### config.mk
export PLATFORM = sky130hd
export DESIGN_NAME = step_phase_sequencer
export DESIGN_NICKNAME = d
export VERILOG_FILES = /design/src/rtl/step_phase_sequencer.sv
export SDC_FILE = /design/constraint.sdc
export NUM_CORES = 1
export LEC_CHECK = 0
export CORE_MARGIN = 2
export CORE_UTILIZATION = 40
export DETAILED_ROUTE_END_ITERATION = 10
export SYNTH_ARGS = -nofsm -noshare
export SYNTH_HDL_FRONTEND = slang
export SYNTH_SLANG_ARGS = --single-unit
### constraint.sdc
create_clock -name clk -period 3.4 [get_ports clk]
set_input_delay 0.68 -clock clk [delete_from_list [all_inputs] [get_ports clk]]
set_output_delay 0.68 -clock clk [all_outputs]
set_load 0.02 [all_outputs]
### src/rtl/step_phase_sequencer.sv
// Stepper coil sequencer: turns the 3-bit speed code into timed steps on a
// 4-phase coil pattern (full- or half-step), with direction control,
// a per-step strobe and a wrapping step counter.
//
// state | meaning
// IDLE  | not stepping; coils held on the last pattern (HOLD=1) or off
// RUN   | counting the current step period, stepping on terminal count
module step_phase_sequencer #(
  parameter int CLK_HZ     = 50_000_000,
  parameter int STEP_SCALE = 10,
  parameter int CNT_W      = 23,
  parameter bit HOLD       = 1'b1
) (
  input  logic        clk,
  input  logic        rst,
  input  logic [2:0]  speed,
  input  logic        dir,
  input  logic        half_step,
  output logic [3:0]  coil,
  output logic        step_pulse,
  output logic        moving,
  output logic [15:0] step_count
);

  typedef enum logic {IDLE, RUN} state_t;

  // Step periods in clk cycles, resolved at elaboration (no runtime divide)
  localparam logic [CNT_W-1:0] PER2 = CNT_W'(CLK_HZ / (2 * STEP_SCALE));
  localparam logic [CNT_W-1:0] PER3 = CNT_W'(CLK_HZ / (3 * STEP_SCALE));
  localparam logic [CNT_W-1:0] PER4 = CNT_W'(CLK_HZ / (4 * STEP_SCALE));
  localparam logic [CNT_W-1:0] PER5 = CNT_W'(CLK_HZ / (5 * STEP_SCALE));
  localparam logic [CNT_W-1:0] PER6 = CNT_W'(CLK_HZ / (6 * STEP_SCALE));

  function automatic logic [CNT_W-1:0] period_of(input logic [2:0] code);
    case (code)
      3'd2:    period_of = PER2;
      3'd3:    period_of = PER3;
      3'd4:    period_of = PER4;
      3'd5:    period_of = PER5;
      3'd6:    period_of = PER6;
      default: period_of = '0;
    endcase
  endfunction

  // Odd indices are the two-coil patterns used by full-step mode
  function automatic logic [3:0] coil_of(input logic [2:0] p);
    case (p)
      3'd0:    coil_of = 4'b1000;
      3'd1:    coil_of = 4'b1100;
      3'd2:    coil_of = 4'b0100;
      3'd3:    coil_of = 4'b0110;
      3'd4:    coil_of = 4'b0010;
      3'd5:    coil_of = 4'b0011;
      3'd6:    coil_of = 4'b0001;
      default: coil_of = 4'b1001;
    endcase
  endfunction

  state_t           state;
  logic [2:0]       spd_q;
  logic [CNT_W-1:0] cnt;
  logic [CNT_W-1:0] period_q;
  logic [2:0]       ph;
  logic             energized;

  logic             spd_run;
  logic             terminal;
  logic [2:0]       ph_step;
  logic [2:0]       ph_nxt;

  // Register the speed code once; everything downstream uses spd_q
  always_ff @(posedge clk or posedge rst) begin
    if (rst) spd_q <= 3'd0;
    else     spd_q <= speed;
  end

  // Run decode, terminal count and next phase index (mod 8 via 3-bit wrap)
  always_comb begin
    spd_run  = (spd_q >= 3'd2) && (spd_q <= 3'd6);
    terminal = (state == RUN) && (cnt == period_q - CNT_W'(1));
    ph_step  = half_step ? 3'd1 : (ph[0] ? 3'd2 : 3'd1);
    ph_nxt   = dir ? (ph + ph_step) : (ph - ph_step);
  end

  // Sequencer FSM; period only reloads at a step boundary so no step is cut short
  always_ff @(posedge clk or posedge rst) begin
    if (rst) begin
      state      <= IDLE;
      cnt        <= '0;
      period_q   <= '0;
      ph         <= 3'd0;
      energized  <= 1'b0;
      coil       <= 4'b0000;
      step_pulse <= 1'b0;
    end else begin
      step_pulse <= 1'b0;
      case (state)
        IDLE: begin
          cnt <= '0;
          if (spd_run) begin
            period_q  <= period_of(spd_q);
            energized <= 1'b1;
            state     <= RUN;
            coil      <= coil_of(ph);
          end else begin
            coil <= (HOLD && energized) ? coil_of(ph) : 4'b0000;
          end
        end
        RUN: begin
          if (terminal) begin
            cnt        <= '0;
            step_pulse <= 1'b1;
            ph         <= ph_nxt;
            if (spd_run) begin
              period_q <= period_of(spd_q);
              coil     <= coil_of(ph_nxt);
            end else begin
              state <= IDLE;
              coil  <= HOLD ? coil_of(ph_nxt) : 4'b0000;
            end
          end else begin
            cnt  <= cnt + CNT_W'(1);
            coil <= coil_of(ph);
          end
        end
        default: state <= IDLE;
      endcase
    end
  end

  // Free-running step tally, wraps naturally at 16 bits
  always_ff @(posedge clk or posedge rst) begin
    if (rst) step_count <= 16'h0000;
    else     step_count <= step_count + 16'(terminal);
  end

  assign moving = (state == RUN);

endmodule

==> results of run 1 <==
power by group through the flow:
stage / clock network, mW / logic (mW) / registers, mW
5_1_grt: 0.779 / 0.428 / 0.959
3_3_place_gp: 0 / 0.370 / 0.962
4_1_cts: 0.743 / 0.379 / 0.949
6_report: 0.730 / 0.383 / 0.950
3_5_place_dp: 0 / 0.377 / 0.964
2_1_floorplan: 0 / 0.309 / 0.925
cells in the final DEF, fill, tap and decap left out, drive strengths merged, types with 6 or more instances in the layout:
cell and n:
a21oi 13, and3 12, clkdlybuf4s50 28, nand3 20
buf 22, nand4 6, nand2 35, dfrtp 66
ha 11, o21ai 12, xor2 27, xnor2 34
a31oi 7, nor3 9, clkbuf 11, nor2 49
inv 16, mux2i 10
worst paths after layout:
check	start	endpoint
setup / recovery	period_q[11]$_DFFE_PP0P_	step_count[12]$_DFF_PP0_
hold / removal	step_count[15]$_DFF_PP0_	step_count[15]$_DFF_PP0_
setup reg to reg	period_q[11]$_DFFE_PP0P_	step_count[12]$_DFF_PP0_
hold reg to reg	step_count[15]$_DFF_PP0_	step_count[15]$_DFF_PP0_
max in group asynchronous	rst	cnt[10]$_DFF_PP0_
min in group asynchronous	rst	coil[0]$_DFF_PP0_
metal layers:
metal,routed length (um),GRT usage,up-vias
met5,0,0,-
li1,-,-,1505
met1,4270,0.250,1479
met4,104,0.0516,0
met3,286,0.0353,6
met2,4090,0.281,41
Yosys cell counts, types with 3 or more instances:
cell type and n:
xor2_1 27, mux2i_1 10, a22oi_1 3, nor2b_1 3
o21ai_0 11, xnor2_1 34, nor4_1 3, a22o_1 3
and3_1 12, inv_1 16, clkbuf_1 9, nor3_1 8
buf_2 4, buf_6 4, nand2_1 34, dfrtp_1 66
a31oi_1 7, o2111ai_1 4, nand4_1 6, nor2_1 48
or2_2 3, a21o_1 4, nand2b_1 3, a21oi_1 12
and4_1 3, ha_1 11, o211ai_1 3, nor3b_1 3
nand3_1 19
worst max-delay path, cell delays in order (launching register included):
cell and delay [ns]:
dfrtp_1 0.39, inv_2 0.09, ha_4 0.15, or4b_4 0.49, nor4_4 0.30, o211ai_1 0.13, o31ai_1 0.11, nand2_1 0.11
nor4_2 0.23, and3_1 0.24, ha_2 0.24, ha_4 0.15, nand3_4 0.08, or2_4 0.28, nor2_4 0.08, xor2_1 0.14
sequential cells by signal, summed over array words and instances (netlist names), 3 cells and up:
register,flops
cnt,23
spd_q,3
step_count,16
period_q,14
ph,3
coil,4
layout make-up:
| type | count | area (um^2) |
|---|---|---|
| Fill cell | 943 | 4900 |
| Sequential cell | 66 | 1650 |
| Multi-Input combinational cell | 310 | 2190 |
| Tap cell | 133 | 166 |
| Inverter | 16 | 60.1 |
| Clock inverter | 5 | 77.6 |
| Clock buffer | 11 | 141 |
| Timing Repair Buffer | 50 | 445 |
repair_timing:
item / 4_1_cts / 5_1_grt
setup endpoints to repair: 1 / 37
gates cloned: 0 / 0
pin swaps: 2 / 12
gates resized for setup: 3 / 18
setup buffers: 0 / 1
cells by family (layout without fill, tap and decap cells):
| family | Yosys count | after routing | share of synthesized area |
|---|---|---|---|
| xor+xnor | 61 | 61 | 0.137 |
| fa+ha+maj | 12 | 12 | 0.0404 |
| compound gates | 63 | 63 | 0.110 |
| flops | 66 | 66 | 0.423 |
| mux | 11 | 11 | 0.0295 |
| buf+inv | 35 | 82 | 0.0446 |
| simple gates | 163 | 163 | 0.215 |
==> run_results.csv, run 1 <==
group,metric,value,unit
run_status,status,"complete, no violations",
floorplanning,die_h,103,um
pwr,p_seq_frac,0.461,
worst_setup_path,worst-r2r-setup-slack,0.12,ns
cts,cts_hold_buf,0,
timing,skew,0.0120,ns
floorplanning,die_width,103,um
hold_path,holdPathStages,1,
synth,syn_nets,430,
synth,synth.distinct_cells,61,
finish,finalNonFillerCells,591,
cts,numCtsBuffers,9,
timing,period_needed,3.28,ns
synth,syn_area,3900,um^2
routing,route.detailed.drc,0,
worst_setup_path,criticalPathCategory,"reg -> reg",
finish,antenna_cells,0,
place,place_inst,574,
hold_path,min_path_type,"reg -> reg",
global_route,overflow,0,
cts,cts_sinks,66,
place,globalplace.congestion,0.929,
synth,synth_area_leaders,"dfrtp_1, xnor2_1, xor2_1",
place,portBuffers,28,
pwr,power.leakage,2.06,nW
global_route,track_usage,0.178,
synth,netlist.area_leader.share,0.423,
timing,relSlewSlack,0.595,
place,hpwlAfterDp,6.58,mm
routing,wl_per_cell,14.8,um
synth,syn_avg_cell_area,9.50,um^2
cts,cts-root-buf,"clkbuf_8",
synth,synth_ff_type,"dfrtp_1",
pwr,pwr_density_cell,436,nW/um^2
pwr,internal_power,1.46,mW
worst_setup_path,cp_max_fo,4,
cts,worstSkewPairLatency,0.35,ns
finish,fin_util,0.491,
synth,synth-seq-cells,66,
routing,via_per_inst,5.13,
timing,hold_ws,0.473,ns
timing,drv_slew,0,
global_route,grt_pass1_vias,2911,
routing,ant_nets,0,
synth,synth_edf_count,0,
pwr,switching_share,0.294,
routing,drtPass1Iterations,4,
worst_setup_path,crit_path_end_kind,"flip-flop",
routing,drt_iter0_drc,133,
global_route,grt_max_degree,27,
floorplanning,dieArea,10600,um^2
worst_setup_path,reg2reg_depth,15,
finish,stdcell_area,4740,um^2
cts,htree_levels,3,
pwr,finalPower,2.06,mW
cts,cts_tree,"yes",
place,pre_cts_ws,0.0140,ns
global_route,grt_first_pass_wirelength,14.5,mm
synth,synth_top_area_cell,"dfrtp_1",
timing,finalHoldViolCount,0,
flow_run,max-cap-violations,0,
floorplanning,num_rows,36,
pwr,p_sw,0.606,mW
timing,fmax,305,MHz
worst_setup_path,crit_required,3.67,ns
timing,setup_violations,0,
synth,synthCells,411,
timing,setup_tns,0,ns
finish,nets,472,
routing,wl,8.75,mm
timing,finalCritPeriodShare,0.965,
floorplanning,ios,29,
synth,ys_seq_area_frac,0.423,
worst_setup_path,arrival,3.55,ns
synth,async_reset_ff_frac,1.00,
timing,final.setup.worst_slack,0.119,ns
pwr,pwr-share-clk,0.354,
pwr,p_comb_frac,0.186,
timing,worstMarginPinSlew,0.603,ns
place,post_dp_cell_area,4420,um^2
floorplanning,fp.coreArea,9640,um^2
pwr,irDropWorstVdd,186,uV
cts,clk_path_buf_depth,2,
cts,clkTransAtPathRegs,0.07,ns
timing,rsz0062_at_grt,"true",
finish,syn_to_final_growth,21.4,%
synth,synth_warnings,0,
global_route,antenna_found_initial,0,
routing,vias,3031,
floorplanning,start_util,0.405,
finish,drive_gt1_frac,0.148,
worst_setup_path,start_kind,"flip-flop",
Power figures use the tool's default switching activity.
==> inputs of run 2 (changes only) <==
CTS_CLUSTER_DIAMETER = 120   (was unset)
==> results of run 2 <==
No change in the layout: final DEF, timing and power equal those of run 1.
